`src/rtl/audio_dac_player.sv`:
```
// audio_dac_player: buffers {left,right} samples in a small FIFO and sends them to a WM8731 as I2S data.
// Build macro AUDIO_HOLD_LAST_EN: on underflow, repeat the previous frame instead of sending silence.
module audio_dac_player #(
    parameter int FIFO_DEPTH = 8,
    parameter int CH_W       = 16
) (
    input  logic                          i_clk,
    input  logic                          i_rst,
    input  logic                          i_play,
    input  logic                          in_valid,
    input  logic [2*CH_W-1:0]             in_data,
    output logic                          in_ready,
    input  logic                          i_aud_bclk,
    input  logic                          i_aud_daclrck,
    output logic                          o_aud_dacdat,
    output logic [$clog2(FIFO_DEPTH):0]   o_level,
    output logic                          o_underflow,
    output logic [1:0]                    dbg_state
);

    localparam int DATA_W = 2 * CH_W;
    localparam int PTR_W  = $clog2(FIFO_DEPTH);
    localparam int LVL_W  = PTR_W + 1;
    localparam int CNT_W  = $clog2(CH_W + 1);

    typedef enum logic [1:0] {
        ST_WAIT_SYNC = 2'd0,
        ST_LEFT      = 2'd1,
        ST_RIGHT     = 2'd2
    } state_t;

    state_t state;

    // Codec clocks: two-flop synchronisers plus one history flop for edge detection.
    logic bclk_s1, bclk_s2, bclk_h;
    logic lrck_s1, lrck_s2, lrck_h;
    logic bclk_fall, lrck_fall, lrck_rise;

    always_ff @(posedge i_clk or posedge i_rst) begin
        if (i_rst) begin
            bclk_s1 <= 1'b0;
            bclk_s2 <= 1'b0;
            bclk_h  <= 1'b0;
            lrck_s1 <= 1'b0;
            lrck_s2 <= 1'b0;
            lrck_h  <= 1'b0;
        end else begin
            bclk_s1 <= i_aud_bclk;
            bclk_s2 <= bclk_s1;
            bclk_h  <= bclk_s2;
            lrck_s1 <= i_aud_daclrck;
            lrck_s2 <= lrck_s1;
            lrck_h  <= lrck_s2;
        end
    end

    assign bclk_fall = bclk_h & ~bclk_s2;
    assign lrck_fall = lrck_h & ~lrck_s2;
    assign lrck_rise = ~lrck_h & lrck_s2;

    // Input handshake: a sample moves on every i_clk edge where in_valid && in_ready;
    // in_valid/in_data must hold until accepted, in_ready is a registered "not full".
    logic [DATA_W-1:0] mem [FIFO_DEPTH];
    logic [PTR_W-1:0]  wr_ptr, rd_ptr;
    logic [LVL_W-1:0]  level_next;
    logic              push, pop, fifo_empty;

    assign fifo_empty = (o_level == '0);
    assign push       = in_valid && in_ready;
    assign pop        = lrck_fall && i_play && !fifo_empty;

    always_comb begin
        level_next = o_level;
        if (push && !pop) begin
            level_next = o_level + LVL_W'(1);
        end else if (pop && !push) begin
            level_next = o_level - LVL_W'(1);
        end
    end

    always_ff @(posedge i_clk) begin
        if (push) begin
            mem[wr_ptr] <= in_data;
        end
    end

    always_ff @(posedge i_clk or posedge i_rst) begin
        if (i_rst) begin
            wr_ptr   <= '0;
            rd_ptr   <= '0;
            o_level  <= '0;
            in_ready <= 1'b0;
        end else begin
            if (push) begin
                wr_ptr <= wr_ptr + PTR_W'(1);
            end
            if (pop) begin
                rd_ptr <= rd_ptr + PTR_W'(1);
            end
            o_level  <= level_next;
            in_ready <= (level_next != LVL_W'(FIFO_DEPTH));
        end
    end

    logic [DATA_W-1:0] frame_q, frame_next;
    logic              underflow_now;

    // Frame latched at the start of each left channel; pause always yields silence.
    always_comb begin
        frame_next    = '0;
        underflow_now = 1'b0;
        if (i_play) begin
            if (!fifo_empty) begin
                frame_next = mem[rd_ptr];
            end else begin
                underflow_now = 1'b1;
`ifdef AUDIO_HOLD_LAST_EN
                frame_next = frame_q;
`else
                frame_next = '0;
`endif
            end
        end
    end

    logic [CH_W-1:0]  shift_q;
    logic [CNT_W-1:0] bit_cnt;

    // LRCK edges take priority over a coincident BCLK fall, which therefore shifts nothing.
    always_ff @(posedge i_clk or posedge i_rst) begin
        if (i_rst) begin
            state        <= ST_WAIT_SYNC;
            frame_q      <= '0;
            shift_q      <= '0;
            bit_cnt      <= '0;
            o_aud_dacdat <= 1'b0;
            o_underflow  <= 1'b0;
        end else begin
            o_underflow <= 1'b0;
            if (lrck_fall) begin
                state       <= ST_LEFT;
                frame_q     <= frame_next;
                shift_q     <= frame_next[DATA_W-1:CH_W];
                bit_cnt     <= '0;
                o_underflow <= underflow_now;
            end else if (lrck_rise) begin
                if (state == ST_LEFT) begin
                    state   <= ST_RIGHT;
                    shift_q <= frame_q[CH_W-1:0];
                    bit_cnt <= '0;
                end
            end else if (bclk_fall && state != ST_WAIT_SYNC) begin
                if (bit_cnt < CNT_W'(CH_W)) begin
                    o_aud_dacdat <= shift_q[CH_W-1];
                    shift_q      <= {shift_q[CH_W-2:0], 1'b0};
                    bit_cnt      <= bit_cnt + CNT_W'(1);
                end else begin
                    o_aud_dacdat <= 1'b0;
                end
            end
        end
    end

    assign dbg_state = state;

endmodule

```
`config.mk`:
```
export PLATFORM = sky130hd
export DESIGN_NAME = audio_dac_player
export DESIGN_NICKNAME = d
export VERILOG_FILES = /design/src/rtl/audio_dac_player.sv
export SDC_FILE = /design/constraint.sdc
export NUM_CORES = 1
export LEC_CHECK = 0
export ABC_AREA = 0
export BUFFER_PORTS_ARGS = -buffer_cell sky130_fd_sc_hd__clkbuf_2
export CORE_AREA = 4 4 172 174
export DETAILED_ROUTE_END_ITERATION = 8
export DIE_AREA = 0 0 176 178
export GPL_TIMING_DRIVEN = 0
export PLACE_DENSITY = 0.71
export SYNTH_ARGS = -nofsm -noshare
export SYNTH_HDL_FRONTEND = slang
export SYNTH_SLANG_ARGS = --single-unit
```
`constraint.sdc`:
```
create_clock -name i_clk -period 6.76 [get_ports i_clk]
set_input_delay 1.014 -clock i_clk [delete_from_list [all_inputs] [get_ports i_clk]]
set_output_delay 1.014 -clock i_clk [all_outputs]
set_load 0.005 [all_outputs]
```
### Word level (Yosys, flattened, before mapping)

Memories as Yosys holds them, arrays and structs flattened.
Index checks and enable logic that the tools add are counted.
W data, S select, Z words.

| cells by class | value |
|---|---|
| add/sub/neg operators | 5 |
| order comparisons | 1 |
| equality and inequality tests | 3 |
| multiplexer cells | 23 |
| bitwise logic cells | 8 |
| reductions and logical operators | 18 |

Operators with widths:

| cell | count |
|---|---|
| $mux W16 | 5 |
| $mux W32 | 2 |
| $mux W5 | 5 |
| $mux W4 | 2 |
| $add A3 B1 Y3 const B | 2 |
| $logic_and A1 B1 Y1 | 6 |
| $mux W1 | 6 |
| $mux W2 | 3 |
| $reduce_and A3 Y1 | 2 |
| $reduce_bool A2 Y1 | 3 |
| $reduce_bool A3 Y1 | 2 |
| $add A5 B1 Y5 const B | 1 |
| $lt A5 B5 Y1 const B | 1 |
| $not A1 Y1 | 5 |
| $add A4 B1 Y4 const B | 1 |
| $logic_not A4 Y1 | 1 |
| $ne A4 B4 Y1 const B | 1 |
| $sub A4 B1 Y4 const B | 1 |
| $and A1 B1 Y1 | 3 |
| $logic_not A1 Y1 | 3 |
| $ne A3 B2 Y1 const B | 1 |
| $eq A2 B1 Y1 const B | 1 |
| $reduce_and A2 Y1 | 1 |

| storage, ports and cells | value |
|---|---|
| bits in registers | 58 |
| RAM bits | 256 |
| output and inout bits | 9 |
| memories kept | 1 |

Memory list:

| memory | words | width | rd ports | clocked after memory_dff | write ports | RTL line | source |
|---|---|---|---|---|---|---|---|
| mem | 8 | 32 | 1 | 0 | 1 | 63 | `logic [DATA_W-1:0] mem [FIFO_DEPTH];` |

### Logic depth before layout (Yosys ltp)

Gate-level depths: netlist (run 1).

| logic depth | value |
|---|---|
| depth after elaboration | 8 |
| mapped depth | 8 |
| gate-level depth less buffers | 6 |

### Least setup slack after synthesis (run 1)

OpenSTA, ideal clock, no wires.

| path | value |
|---|---|
| kind | input -> register |
| from | in in_valid |
| to | mem mem[0][0] in the netlist's numbering (enable) |
| library setup time | 501 ps |
| arrival time | 4,403 ps |
| required time | 6,259 ps |
| slack | 1,855 ps |
| cell stages on the path | 3 |
| cell sequence | nand2_1 > buf_1 > nor4_1 |

| between the ends | value |
|---|---|
| longest elaborated chain between the ends | 3 |

Ends and longest elaborated chain:

| element | RTL line | source |
|---|---|---|
| start, declared | 10 | `input logic in_valid,` |
| $logic_and A1 B1 Y1 | 69 | `assign push = in_valid && in_ready;` |
| $mux W1 | 82 | `if (push) begin` |
| $mux W1 (implied by the code) | 83 | `mem[wr_ptr] <= in_data;` |
| end, declared | 63 |  |

Every way passes these cells.

### Final worst setup path (run 1)

| path | value |
|---|---|
| from | in in_valid |
| to | mem mem[0][6] in the netlist's numbering (enable) |

The elaborated chain is that of the path after synthesis.

==> results of run 1 <==
-- synthesized netlist by cell type, drive strengths merged (2+ instances only) --
cell type / count / area share [%]
clkbuf: 8 / 0.24
edfxtp: 256 / 62
nand3: 6 / 0.24
o21ai: 5 / 0.20
o211ai: 2 / 0.12
o2bb2ai: 19 / 1.3
a21oi: 4 / 0.16
a211oi: 2 / 0.12
buf: 24 / 1.4
xnor2: 4 / 0.28
dfrtp: 58 / 12
nor4: 2 / 0.10
nor2: 10 / 0.30
nand2b: 2 / 0.10
mux4: 64 / 12
nand2: 15 / 0.47
nor3: 5 / 0.20
nand4: 2 / 0.10
nand3b: 2 / 0.12
ha: 8 / 0.80
a31oi: 3 / 0.15
mux2: 17 / 2.0
inv: 10 / 0.30
and2: 7 / 0.35
o22ai: 15 / 0.75
mux2i: 48 / 3.9
a211o: 2 / 0.14
-- routing by layer --
metal	wire length [µm]	vias up
met2	12830	157
met1	10500	3248
li1	-	2727
met4	457	2
met3	1233	39
met5	14	-
-- placed cells by master, fill, tap and decap left out, types with 3 or more instances in the layout --
cell         n
a31oi_1      3
nor2_4       3
o21ai_0      3
and2_1       6
clkinv_1     7
nand3_1      6
xnor2_1      4
ha_1         8
mux2i_1     48
mux4_1       5
o22ai_1     15
dfrtp_1     58
clkbuf_8     3
mux2_4      14
buf_6       12
buf_2       12
clkinv_2     5
clkbuf_16   31
inv_1        8
edfxtp_1   256
o2bb2ai_1   19
clkbuf_1    16
nor3_2       4
buf_4       10
nand2_1     14
nor2_1       7
buf_8        5
buf_12       3
a21oi_1      4
mux2_2       3
mux4_2      59
clkbuf_2    46
-- path summary, 6_finish.rpt --
path	slack (ns)	cells past startpoint	end	startpoint
worst min register to register	0.35	0	bclk_s2	bclk_s1
max in group asynchronous	5.81	3	shift_q[4]	i_rst
min in group asynchronous	0.41	2	o_level[0]	i_rst
worst max register to register	4.17	6	mem[0][6]	in_ready
worst max-delay path	4.01	7	mem[0][6]	in_valid
worst min-delay path	0.35	0	bclk_s2	bclk_s1
-- power breakdown --
group | total, mW | switching (mW) | internal (mW)
registers | 2.61 | 0.162 | 2.45
logic | 1.62 | 0.830 | 0.789
clock network | 1.57 | 0.663 | 0.907
total | 5.80 | 1.66 | 4.14
-- flip-flops by register name (all words and copies together), names as in the netlist, 2 cells and up --
name       cells
o_level        4
mem          256
shift_q       16
frame_q       16
wr_ptr         3
dbg_state      2
bit_cnt        5
rd_ptr         3
-- worst register-to-register path: stages, from the launching register on --
cell	delay (ns)
dfrtp_1	0.43
nand2_1	0.17
buf_1	0.31
nor4_2	0.80
buf_6	0.24
buf_4	0.17
buf_4	0.19
-- cells by family (layout without fill, tap and decap cells) --
kind of cell               after synthesis  count (layout)  synth area share, %
AOI/OAI and AO/OA                       59              59                3.631
xor gates and xnor gates                 4               4               0.2808
adders and majority gates                8               8               0.8025
buffers and inverters                   43             166                1.996
DFF                                    314             314                73.27
muxes                                  129             129                17.51
and+or+nand+nor                         59              59                2.508
-- through the flow --
step	TNS (ns)	hold slack, ns
2_1_floorplan	0	0.3312
6_report	0	0.3479
4_1_cts	0	0.3511
5_1_grt	0	0.3530
3_3_place_gp	-48.84	0.3461
3_5_place_dp	0	0.3373
-- final cells by class --
| cell class | instances | area [µm²] | share of cell area, % |
|---|---|---|---|
| clock buffer | 42 | 847.1 | 5.862 |
| timing repair buffer | 68 | 520.5 | 3.602 |
| clock inverter | 13 | 86.33 | 0.5975 |
| buffer | 32 | 207.7 | 1.437 |
| sequential | 314 | 9139 | 63.25 |
| inverter | 11 | 41.29 | 0.2858 |
| multi-input combinational | 259 | 3134 | 21.69 |
| tap | 378 | 473.0 | 3.273 |
==> impl_results.md, run 1 <==
- Site Rows: 61
- Port buffer count: 46
- Endpoints failing hold: 0
- Die Ht: roughly 180 µm
- Nature of the critical path endpoint: flip-flop
- P_leak: approximately 5.1 nW
- RSZ-0062 raised after global routing: no
- H-tree depth: 1
- Fin crit period: 2.748 ns
- DRC: 0
- Seq/Total Area, Yosys: 73.27%
- EDFF count, synth: 256
- WP data arrival: about 3 ns
- Final worst slack: 4.012 ns
- GPL Wtd Cong: approximately 0.87
- First-pass GRT wire length: between 30000 and 40000 µm
- M1 GR Usage: a little over a fifth
- Mapped Cells: 616
- Max-cap viol count: 0
- Status: finished clean
- Min-Delay Path Class: reg -> reg
- Final Power: slightly below 6 mW
- Layout cells sized above 1: a little under a third
- Ys async rst share: 18.47%
- Busiest layer in global routing: met2
- Initial cell density of the core: 44.90%
- CTS tree: yes
- Hold buffers post-CTS: 0
- Mean Syn Cell Area: 20.25 µm²
- Pre-CTS setup slack: 3.442 ns
- Filler instances: 2183
- Post-CTS Setup Inserts: 0
- Yosys reg bits: 314
- CP delay by family, top: buffers and inverters
- Syn Std Cell Area: between 10000 and 15000 µm²
- Dpl cells: 1062
- Slew Limit Fails: 0
- Util after Layout: 52.01%
- WP data required: 7.01 ns
- # nets final: between 700 and 800
- GRT met3 Usage: under 10%
- Post-Syn Nets: 662
- Via count: 6173
- Grt total ovfl: 0
- Avg Vias per Cell: between 5 and 6
- Initial antenna violation count: 1
- First drt pass iteration count: 6
- Die W: approximately 180 µm
- Post-synth top flop: edfxtp_1
- Core area: 27780 µm²
- Crit path launch type: input pin
- Root buf cell: clkbuf_16
- Post-route cell area: 14450 µm²
- Placed instance area: about 14000 µm²
- Met2 GRT Util: 28.38%
- CTS resizes: 0
- CTS sink cnt: 314
- Vias in the first global route: roughly 6600
- Dpl hpwl: 17090 µm
- Peak Freq: 0.3639 GHz
- Clock buffer depth: 3
- Setup-failing EPs final: 0
- Crit-path cells: clkbuf_2 > nand2_1 > buf_1 > nor4_2 > buf_6 > buf_4 > buf_4
- Slew headroom: 30.60%
- Critical path class: in -> reg
- Antenna-violating nets left: 0
- # IOs: 47
- WP buf/inv: 5
- Worst clock skew: 0.01373 ns
- Final antenna diode count: 0
- Final WL: 25030 µm
- Synth unique cells: 54
- Die Area: about 31000 µm²
- Clock-pin slew on the worst setup and hold paths: approximately 0.06 ns
- YS warnings: 0
- Critical-path maximum fanout: 10
- Crit-path most repeated cell: buf_4
- Synth-to-Final Area Change: 15.84%
- Slowest Stage Delay on Critical Path: ~0.8 ns
- Tcrit/Tclk final: 40.65%
- Largest net degree at the start of global routing: 47
- Worst-Margin Slew: 1.035 ns
- Clock Latency Late Sink: 0.54 ns
- DR iter-0 viols: approximately 470
- Slowest cell on crit path: nor4_2
- Num CTS Buffers: 31
- Worst vdd ir: 0.0001780 V
- DR WL/cell: 22.41 µm
- P per Cell Area: roughly 400 nW/µm²
- Final Non-Filler Cells: 1117
- GRT Total Usage: around 16%
Power figures use the tool's default switching activity.
==> run 2, diff against run 1 <==
--- a/config.mk
+++ b/config.mk
@@ -11,7 +11,7 @@
 export DETAILED_ROUTE_END_ITERATION = 8
 export DIE_AREA = 0 0 176 178
 export GPL_TIMING_DRIVEN = 0
-export PLACE_DENSITY = 0.71
+export PLACE_DENSITY = 0.73
 export SYNTH_ARGS = -nofsm -noshare
 export SYNTH_HDL_FRONTEND = slang
 export SYNTH_SLANG_ARGS = --single-unit
==> constraint.sdc (replaced) <==
create_clock -name i_clk -period 2.37 [get_ports i_clk]
set_input_delay 0.3555 -clock i_clk [delete_from_list [all_inputs] [get_ports i_clk]]
set_output_delay 0.3555 -clock i_clk [all_outputs]
set_load 0.005 [all_outputs]
==> impl_results.md, run 2 (synthesis results as in run 1) <==
- Biggest regs: mem x256, frame_q x16, shift_q x16
- Antenna-violating nets left: 0 (unchanged)
- # IOs: 47 (unchanged)
- # nets final: 767 (+0.52%)
- GRT Total Usage: 16.68% (+0.43 points)
- Most frequent cells in the layout: edfxtp_1, mux4_2, dfrtp_1
- Synth-to-Final Area Change: 18.38%
- First drt pass iteration count: 5 (-1)
- DRC: 0 (unchanged)
- P_leak: 5.208 nW (+2.8%)
- Clock-pin slew on the worst setup and hold paths: 0.06 ns (about the same)
- Final Power: 17.29 mW (+200%)
- Dpl hpwl: 16570 µm (-3.1%)
- Critical path class: reg -> reg
- Die W: 176 µm (unchanged)
- P per Cell Area: 1171 nW/µm² (+190%)
- CTS sink cnt: 314 (unchanged)
- Max-cap viol count: 0 (unchanged)
- Largest Register: mem
- Initial antenna violation count: 0 (-1)
- Crit-path most repeated cell: clkbuf_1
- Hold Slack: 0.06604 ns (-0.2819 ns)
- Clock Latency Late Sink: 0.57 ns (+0.03 ns)
- DR iter-0 viols: 477 (+0.85%)
- Endpoints failing hold: 0 (unchanged)
- Initial cell density of the core: 44.90% (unchanged)
- Layout cells sized above 1: 31.37% (+1.3 points)
- Fin crit period: 2.266 ns
- Via count: 6320 (+2.4%)
- First-pass GRT wire length: 40170 µm (+3.2%)
- CTS tree: yes
- Min-Delay Path Class: in -> reg
- H-tree depth: 1 (unchanged)
- Port buffer count: 46 (unchanged)
- Root buf cell: clkbuf_16
- Status: finished clean
- Vias in the first global route: 6773 (+2.3%)
- Worst vdd ir: 0.0007136 V (+300%)
- Final antenna diode count: 0 (unchanged)
- Critical-path maximum fanout: 10 (unchanged)
- Avg Vias per Cell: 5.623 (+1.7%)
- Peak Freq: 0.4413 GHz
- RSZ-0062 raised after global routing: no
- Tcrit/Tclk final: 95.62%
- Setup-failing EPs final: 0 (unchanged)
- Final WL: 25610 µm (+2.3%)
- Largest net degree at the start of global routing: 47 (unchanged)
- DR WL/cell: 22.78 µm (+1.7%)
- WP data arrival: 2.71 ns (-0.28 ns)
- Slowest Stage Delay on Critical Path: 0.60 ns (-0.20 ns)
- Nature of the critical path endpoint: flip-flop
- Pre-CTS setup slack: -0.1320 ns (-3.574 ns)
- Die Ht: 178 µm (unchanged)
- Slew headroom: 40.06% (+9.5 points)
- Slew Limit Fails: 0 (unchanged)
- Grt total ovfl: 0 (unchanged)
- Site Rows: 61 (unchanged)
- Num CTS Buffers: 31 (unchanged)
- WP data required: 2.81 ns (-4.20 ns)
- Crit-path cells: clkbuf_1 > clkbuf_1 > mux4_2 > mux2i_1 > o22ai_1 > mux2_2
- Worst-Margin Slew: 0.8992 ns (-0.1362 ns)
- Worst clock skew: 0.01380 ns (+0.00006640 ns)
- Max FFs per register: 256 (unchanged)
- Die Area: 31330 µm² (unchanged)
- GPL Wtd Cong: 0.8506 (-1.8%)
- Core area: 27780 µm² (unchanged)
- Slowest cell on crit path: clkbuf_1
- Final worst slack: 0.1038 ns (-3.908 ns)
- Crit path launch type: flip-flop
- Clock buffer depth: 3 (unchanged)
- Leading cell type in the layout, fill and taps excluded: edfxtp_1
[run 2: cell types whose count changed in the layout (fill, tap and decap cells not counted), moves of 4 or more]
cell / delta
buf_6: -8
clkinv_1: -4
buf_4: +4
nor3_2: -4
nor3_4: +4
buf_16: +6
[run 2: worst max-delay path, delay by kind of cell, from the launching register on]
kind,cells,cell delay [ns]
buffers and inverters,2,0.77
flip-flops,1,0.32
multiplexers,3,0.92
AO/OA/AOI/OAI,1,0.13
[run 2: worst paths after layout]
| check | start | end | slack (ns) | cells after the start |
|---|---|---|---|---|
| max | rd_ptr[2] | shift_q[12] | 0.10 | 6 |
| min | in_data[30] | mem[2][30] | 0.07 | 1 |
| max reg2reg | rd_ptr[2] | shift_q[12] | 0.10 | 6 |
| min reg2reg | lrck_s1 | lrck_s2 | 0.36 | 0 |
| max in group asynchronous | i_rst | shift_q[2] | 1.55 | 4 |
| min in group asynchronous | i_rst | wr_ptr[0] | 0.27 | 3 |
[run 2: repair_timing]
action / CTS / global route
setup endpoints to repair: 35 / 63
pin swaps: 2 / 3
hold buffers: 3 / 0
gates resized for setup: 0 / 3
buffers inserted: 5 / 4
gates cloned: 0 / 0
hold endpoints to repair: 14 / 0
[run 2: final cells by class]
cell class | instances | area (µm²)
Timing Repair Buffer | 72 | 650.6
Sequential cell | 314 | 9139
Fill cell | 2134 | 13020
Multi-Input combinational cell | 259 | 3178
Clock inverter | 16 | 196.4
Buffer | 32 | 210.2
Clock buffer | 42 | 877.1
Inverter | 11 | 41.29
Tap cell | 378 | 473.0
[run 2: through the flow]
step / area (µm²) / TNS (ns) / cells / utilization [%]
2_1_floorplan: 12510 / -43.15 / 616 / -
3_3_place_gp: 13210 / -396.14 / 1040 / 47.55
3_5_place_dp: 13580 / -3.547 / 1054 / 48.89
4_1_cts: 14720 / 0 / 1120 / 53.00
5_1_grt: 14770 / 0 / 1124 / 53.15
6_report: 14770 / 0 / 1124 / 53.15
[run 2: where the power goes]
part	switching, mW	internal, mW
Clock	2.01	3.03
Combinational	2.43	2.34
Sequential	0.495	6.98
Total	4.94	12.3
[run 2: per-layer routing]
metal / vias up / track usage, % / part of all wire (%)
met1: 3352 / 22.49 / 42
li1: 2739 / - / -
met3: 43 / 2.840 / 5.2
met2: 186 / 28.85 / 51
met4: 0 / 3.769 / 2.1
met5: - / 0 / 0
